--- config.mk ---
export PLATFORM = sky130hd
export DESIGN_NAME = pfd_cal_sequencer
export DESIGN_NICKNAME = d
export VERILOG_FILES = /design/src/rtl/pfd_cal_sequencer.sv
export SDC_FILE = /design/constraint.sdc
export NUM_CORES = 1
export LEC_CHECK = 0
export CORE_MARGIN = 2
export CORE_UTILIZATION = 47
export CTS_CLUSTER_DIAMETER = 60
export CTS_CLUSTER_SIZE = 14
export DETAILED_ROUTE_END_ITERATION = 10
export PLACE_DENSITY_LB_ADDON = 0.2
export SYNTH_ARGS = -nofsm -noshare
export SYNTH_HDL_FRONTEND = slang
export SYNTH_SLANG_ARGS = --single-unit
--- constraint.sdc ---
create_clock -name i_clk -period 3.7 [get_ports i_clk]
set_input_delay 0.74 -clock i_clk [delete_from_list [all_inputs] [get_ports i_clk]]
set_output_delay 0.74 -clock i_clk [all_outputs]
set_load 0.005 [all_outputs]
--- src/rtl/pfd_cal_sequencer.sv ---
// pfd_cal_sequencer: walks every time-interleaved ADC channel, waits for the
// averager result and accumulates a saturated per-channel PFD offset.
// Optional macro PFD_CAL_TIMEOUT_EN adds a MEASURE timeout with a sticky err flag.
module pfd_cal_sequencer #(
  parameter int unsigned Nti     = 16,
  parameter int unsigned Nadc    = 8,
  parameter int unsigned Nsettle = 8
) (
  input  logic                                    i_clk,
  input  logic                                    i_rst,
  input  logic                                    i_start,
  input  logic                                    i_abort,
  input  logic [3:0]                              i_n_iter,
  input  logic [Nsettle-1:0]                      i_settle_cycles,
  input  logic [Nadc-1:0]                         i_avg_in,
  input  logic                                    i_avg_valid,
  input  logic [15:0]                             i_timeout_lim,
  output logic [((Nti > 1) ? $clog2(Nti) : 1)-1:0] o_chan_sel,
  output logic                                    o_meas_en,
  output logic [Nti*Nadc-1:0]                     o_pfd_offset_out,
  output logic                                    o_busy,
  output logic                                    o_done,
  output logic                                    o_err
);

  localparam int unsigned CW = (Nti > 1) ? $clog2(Nti) : 1;

  typedef enum logic [2:0] {
    S_IDLE, S_SELECT, S_SETTLE, S_MEASURE, S_UPDATE, S_DONE
  } state_t;

  state_t             r_state;
  logic [CW-1:0]      r_chan;
  logic [3:0]         r_iter;
  logic [3:0]         r_niter;
  logic [Nsettle-1:0] r_settle_lim;
  logic [Nsettle-1:0] r_settle_cnt;
  logic [Nadc-1:0]    r_avg;
  logic               r_skip;
  logic               r_meas_en;
  logic               r_busy;
  logic               r_done;
  logic               r_err;
  logic [Nadc-1:0]    r_off [Nti];

  logic [Nadc-1:0]    w_cur;
  logic [Nadc:0]      w_sum;
  logic [Nadc-1:0]    w_sat;
  logic               w_last_chan;
  logic               w_last_iter;
  logic               w_timeout;

`ifdef PFD_CAL_TIMEOUT_EN
  logic [15:0]        r_to_lim;
  logic [15:0]        r_to_cnt;

  // Timeout fires on the MEASURE cycle that completes timeout_lim cycles
  assign w_timeout = ({1'b0, r_to_cnt} + 17'd1) >= {1'b0, r_to_lim};
`else
  logic               w_unused_timeout;

  assign w_timeout        = 1'b0;
  assign w_unused_timeout = ^i_timeout_lim;
`endif

  // Saturating accumulate of the captured average into the selected offset
  assign w_cur = r_off[r_chan];
  assign w_sum = {w_cur[Nadc-1], w_cur} + {r_avg[Nadc-1], r_avg};
  always_comb begin
    w_sat = w_sum[Nadc-1:0];
    if (w_sum[Nadc] != w_sum[Nadc-1]) begin
      w_sat = w_sum[Nadc] ? {1'b1, {(Nadc-1){1'b0}}} : {1'b0, {(Nadc-1){1'b1}}};
    end
  end

  assign w_last_chan = (r_chan == CW'(Nti - 1));
  assign w_last_iter = ({1'b0, r_iter} + 5'd1) >= {1'b0, r_niter};

  // Flatten the offset array onto the output bus, channel i at bits [i*Nadc +: Nadc]
  for (genvar g = 0; g < Nti; g++) begin : g_off
    assign o_pfd_offset_out[g*Nadc +: Nadc] = r_off[g];
  end

  // Calibration FSM with registered outputs; rst beats abort beats everything else
  always_ff @(posedge i_clk) begin
    if (i_rst) begin
      r_state      <= S_IDLE;
      r_chan       <= '0;
      r_iter       <= '0;
      r_niter      <= '0;
      r_settle_lim <= '0;
      r_settle_cnt <= '0;
      r_avg        <= '0;
      r_skip       <= 1'b0;
      r_meas_en    <= 1'b0;
      r_busy       <= 1'b0;
      r_done       <= 1'b0;
      r_err        <= 1'b0;
      for (int i = 0; i < Nti; i++) r_off[i] <= '0;
`ifdef PFD_CAL_TIMEOUT_EN
      r_to_lim     <= '0;
      r_to_cnt     <= '0;
`endif
    end else begin
      r_done    <= 1'b0;
      r_meas_en <= 1'b0;
      if (i_abort) begin
        r_state <= S_IDLE;
        r_busy  <= 1'b0;
      end else begin
        case (r_state)
          S_IDLE: begin
            if (i_start) begin
              r_state      <= S_SELECT;
              r_busy       <= 1'b1;
              r_chan       <= '0;
              r_iter       <= '0;
              r_err        <= 1'b0;
              r_niter      <= (i_n_iter == 4'd0) ? 4'd1 : i_n_iter;
              r_settle_lim <= i_settle_cycles;
`ifdef PFD_CAL_TIMEOUT_EN
              r_to_lim     <= i_timeout_lim;
`endif
            end
          end
          S_SELECT: begin
            r_state      <= S_SETTLE;
            r_settle_cnt <= r_settle_lim;
          end
          S_SETTLE: begin
            if (r_settle_cnt == '0) begin
              r_state   <= S_MEASURE;
              r_meas_en <= 1'b1;
`ifdef PFD_CAL_TIMEOUT_EN
              r_to_cnt  <= '0;
`endif
            end else begin
              r_settle_cnt <= r_settle_cnt - 1'b1;
            end
          end
          S_MEASURE: begin
            if (i_avg_valid) begin
              r_state <= S_UPDATE;
              r_avg   <= i_avg_in;
              r_skip  <= 1'b0;
            end else if (w_timeout) begin
              r_state <= S_UPDATE;
              r_skip  <= 1'b1;
              r_err   <= 1'b1;
            end else begin
              r_meas_en <= 1'b1;
`ifdef PFD_CAL_TIMEOUT_EN
              r_to_cnt  <= r_to_cnt + 16'd1;
`endif
            end
          end
          S_UPDATE: begin
            if (!r_skip) r_off[r_chan] <= w_sat;
            if (!w_last_chan) begin
              r_chan  <= r_chan + 1'b1;
              r_state <= S_SELECT;
            end else begin
              r_chan <= '0;
              r_iter <= r_iter + 4'd1;
              if (w_last_iter) begin
                r_state <= S_DONE;
                r_done  <= 1'b1;
              end else begin
                r_state <= S_SELECT;
              end
            end
          end
          S_DONE: begin
            r_state <= S_IDLE;
            r_busy  <= 1'b0;
          end
          default: begin
            r_state <= S_IDLE;
            r_busy  <= 1'b0;
          end
        endcase
      end
    end
  end

  assign o_chan_sel = r_chan;
  assign o_meas_en  = r_meas_en;
  assign o_busy     = r_busy;
  assign o_done     = r_done;
`ifdef PFD_CAL_TIMEOUT_EN
  assign o_err      = r_err;
`else
  assign o_err      = 1'b0;
`endif

endmodule

Word-level counts from Yosys, hierarchy flattened. Memory sizes are Yosys's and may differ from the RTL's. A register that Yosys moved wholly into a read port is not among the register bits. Cells that the tools add are included.

Add/subtract/negate cells: 5. Magnitude comparators: 1. Equal/unequal tests: 11. Multiplexer cells: 33. Bitwise logic cells: 4. Reductions and logical operators: 16.

Operators with widths (number): $mux W8 (4); $mux W4 (7); $pmux W4 S2 (2); $pmux W8 S2 (1); $mux W3 (5); $pmux W3 S5 (1); $reduce_and A3 Y1 (5); $mux W1 (11); $ne A2 B2 Y1 const B (5); $add A8 B8 Y9 (1); $add A4 B1 Y4 const B (2); $logic_not A8 Y1 (1); $reduce_or A4 Y1 (2); $reduce_or A8 Y1 (1); $sub A8 B1 Y8 const B (1); $eq A3 B2 Y1 const B (2); $add A4 B1 Y5 const B (1); $ge A5 B4 Y1 (1); $eq A4 B4 Y1 const B (1); $logic_not A4 Y1 (1); $not A1 Y1 (4); $pmux W1 S2 (2); $reduce_and A4 Y1 (1); $reduce_bool A2 Y1 (2); other kinds (6) (6).

Register bits: 42. Bits in writable memories: 128. Input bits: 41. Word-level logic and storage cells: 81. Memories: 1.

Memories: r_off (depth 16, bits a word 8, rd ports 17, clocked after memory_dff 1, write ports 16, line 44) `logic [Nadc-1:0] r_off [Nti];`.

Logic depth before layout (Yosys ltp). Gate-level depths: netlist of run 1.

Word-level depth: 7. Gate-level depth with buffers: 15. Mapped depth without buffers: 11.

Least setup slack after synthesis of run 1. OpenSTA, ideal clock, no wires.

Kind: reg-to-reg. Start point: register (tool-made name). End point: memory r_off[13][1], data pin. Library setup time: 0.265 ns. Arrival: 3.698 ns. Path slack: -0.263 ns. Stages on the path, launching flop included: 15. Buffers on the path: 5. Clock period less this slack: 3.963 ns. Cell sequence: dfxtp_1 -> clkbuf_1 -> buf_2 -> mux4_2 -> mux4_2 -> ha_1 -> buf_6 -> a21o_1 -> a211oi_2 -> o311a_1 -> clkbuf_8 -> o21ai_2 -> a221oi_4 -> buf_6 -> nor2_1.

RTL lines (line): end: declaration (44).

==> impl_metrics.toml, run 1 <==
[drt]
viasPerCell = 5.75
routedWlPerCell_um = 22.8
dr.pass1.iters = 5
vias = 6783
first_iter_violations = 695
drt-total-wl_mm = 26.9
drc = 0
ant_nets = 0

[die]
dieArea_um2 = 19200
design.core.area_um2 = 17800
pin_count = 177
rows = 49
initial_utilization = 0.476
fp.dieW_um = 138
die_y_um = 138

[power_and_ir_drop]
p_leak_uw = 0.00439
powerDensity_nw_per_um2 = 393
power_uw = 4800
ir_worst_vdd_mv = 0.343

[global_routing]
grt_pass1_wl_mm = 40.8
grt_start_max_net_pins = 51
grt-ovfl-total = 0
antenna_found_initial = 0
grt_usage = 0.283
grt_pass1_vias = 6866

[clock_tree]
clock_latency_ns = 0.44
htreeDepth = 4
clockBufferDepth = 2
numCtsBuffers = 17
clk_pin_slew_worst_paths_ns = 0.07
cts_hold_buf = 0
cts_tree = "done"
cts.sinks = 174
clockRootBuffer = "clkbuf_16"

[placement]
post-dp-hpwl_mm = 18.5
placed_cell_area_um2 = 10800
place.gp.congestion = 0.870
port_buffers = 159

[layout]
drive_gt1_frac = 0.281
final_common_cell = "clkdlybuf4s50_1"
nFillCells = 1285
layout_common_cells = "clkdlybuf4s50_1, nor2_1, edfxtp_1"
diodes = 0
finalNetCount = 999
final_area_um2 = 12200
syn_to_final_growth_pct = 43.8

[synth]
yosysSeqAreaShare = 0.561
yosys.area.top_type = "edfxtp_1"
yosys_warnings = 0
synth_simple_gate_area_frac = 0.158
synth_edf_count = 128
synth-xor-area-share = 0.00722
synthCells = 690
synth_compound_area_frac = 0.0735
yosysTopAreaCellShare = 0.452
synth_ff_type = "edfxtp_1"
syn_nets = 751
ys_seq_elements = 174
yosysUniqueCellTypes = 70
ys_top_cells_by_area = "edfxtp_1, dfxtp_1, mux4_2"
postSynthAreaPerCell_um2 = 12.3
synth_top_family_by_area = "simple AND/OR/NAND/NOR gates"
synthesis.area_um2 = 8500
synthAdderAreaFrac = 0.0303
async_reset_ff_frac = 0
synth_mux_area_frac = 0.130

[setup_path]
worst_setup_path_end_kind = "register"
critical_path_class = "register to register"
worstReg2RegEnd = "r_off[4][2]$_SDFFCE_PN0P_"
critPathMaxFanout = 6
path_delay_family = "multiplexers"
path_buf_inv = 7
critPathSlowestCell = "mux4_2"
reg2reg_slack_ns = -0.20
r2r_cells = 15
cpPeakStageDelay_ns = 0.55
critPathArrivalTime_ns = 4.08
worstSetupStartpointType = "register"
cp_cell_sequence = "buf_12 -> buf_4 -> mux4_2 -> mux4_2 -> ha_4 -> buf_12 -> a211oi_4 -> o311a_1 -> buf_6 -> buf_6 -> o21ai_4 -> a221oi_4 -> buf_6 -> buf_12 -> nor2_1"
crit_required_ns = 3.88

[run]
maxCapViolations = 0

[timing]
setup_tns_ns = -13.67
period_share = 1.05
setup_viol = 109
worst_pin_slew_ns = 0.550
fin_crit_ns = 3.90
layout_setup_ws_ns = -0.200
hold_violations = 0
fmax_ghz = 0.256
skew_ns = 0.0111
rsz0062_at_grt = "true"
slew_headroom = 0.633
slew_viol_final = 0

[min_path]
holdPathEnd = "o_busy$_SDFFE_PP0P_"
holdPathStages = 2
hold_path.class = "register to register"
hp-start = "o_busy$_SDFFE_PP0P_"

[run_status]
violations = "setup timing"
outcome = "complete, but fails checks"
worst min-delay path, stage by stage, from the launching register on:
cell	delay [ns]
dfxtp_1	0.32
nand2_1	0.06
a21oi_1	0.06
worst max path at each step:
stage | slack, ns | to | cells after the start | startpoint
3_5_place_dp | -0.24 | r_off[15][3]$_SDFFCE_PN0P_ | 12 | register
4_1_cts | -0.19 | r_off[0][5]$_SDFFCE_PN0P_ | 14 | register
3_3_place_gp | -0.21 | r_off[15][3]$_SDFFCE_PN0P_ | 12 | register
6_report | -0.20 | r_off[4][2]$_SDFFCE_PN0P_ | 15 | register
5_1_grt | -0.27 | r_off[7][2]$_SDFFCE_PN0P_ | 15 | register
2_1_floorplan | 0.01 | r_off[13][1]$_SDFFCE_PN0P_ | 12 | register
logic make-up (layout without fill, tap and decap cells):
| group | after synthesis | after routing |
|---|---|---|
| AND/OR/NAND/NOR | 287 | 287 |
| flip-flops | 174 | 174 |
| AO/OA/AOI/OAI | 81 | 81 |
| multiplexers | 60 | 60 |
| buffers and inverters | 60 | 321 |
| adder cells (fa/ha/maj) | 20 | 20 |
| XOR/XNOR | 7 | 7 |
| other | 1 | 1 |
Yosys cell counts, drive strengths merged, types with 2 or more instances:
cell type  instances
a32o               2
a2111oi            2
ha                19
buf               24
inv               18
dfxtp             46
a211oi            10
or3                2
and3               6
a21oi             16
nor2b              6
a21o               4
nand3             20
or4                2
nand4              7
mux4              40
o21a               3
o21ai             21
nor4               5
nor3              10
mux2i             20
edfxtp           128
a22o               2
xor2               4
a211o              2
or2                4
xnor2              3
o21bai             2
nor2             178
nand2             20
clkbuf            17
a22oi              3
a221oi             4
nand2b            22
through the flow:
step / cells / utilization / hold WS, ns / setup WS, ns
3_5_place_dp: 1110 / 0.604 / 0.488 / -0.245
4_1_cts: 1180 / 0.682 / 0.501 / -0.195
6_report: 1180 / 0.685 / 0.494 / -0.200
2_1_floorplan: 690 / - / 0.453 / 0.0108
5_1_grt: 1180 / 0.685 / 0.513 / -0.273
3_3_place_gp: 1110 / 0.604 / 0.473 / -0.215
final cells by class:
class                   instances  area [µm²]  area share
clock inverters                14         195      0.0160
well taps                     229         287      0.0234
repair buffers                271        2730       0.224
inverters                      18        67.6     0.00553
clock buffers                  18         429      0.0351
flip-flops and latches        174        4770       0.390
multi-input cells             456        3740       0.306
per-layer routing:
metal | vias to the layer above | part of all wire | track usage
li1 | 3028 | - | -
met1 | 3374 | 0.39 | 0.368
met2 | 322 | 0.50 | 0.480
met3 | 59 | 0.073 | 0.0533
met4 | 0 | 0.030 | 0.0956
met5 | - | 0 | 0
registers in the layout (all words and copies together) (netlist names), named ones only:
register,count
r_iter,4
r_settle_lim,8
o_done,1
o_meas_en,1
o_busy,1
r_state,3
o_chan_sel,4
r_avg,8
r_settle_cnt,8
r_niter,4
r_off,128
timing repair:
action | 4_1_cts | 5_1_grt
endpoints found under the hold margin | 0 | 0
setup endpoints to repair | 112 | 128
gates resized for setup | 76 | 44
buffers inserted | 33 | 6
gates cloned | 5 | 1
pin swaps | 11 | 13
power by group:
group          switching, µW  internal, µW
logic                    315           367
registers               50.7          2160
clock network            825          1090
total                   1190          3610
No activity file was read; power rests on OpenSTA's default activity.
==> run 2, diff against run 1 <==
Settings changed: SLEW_MARGIN set to 20.
==> results of run 2 <==
No change in the layout: final DEF, timing and power equal those of run 1.
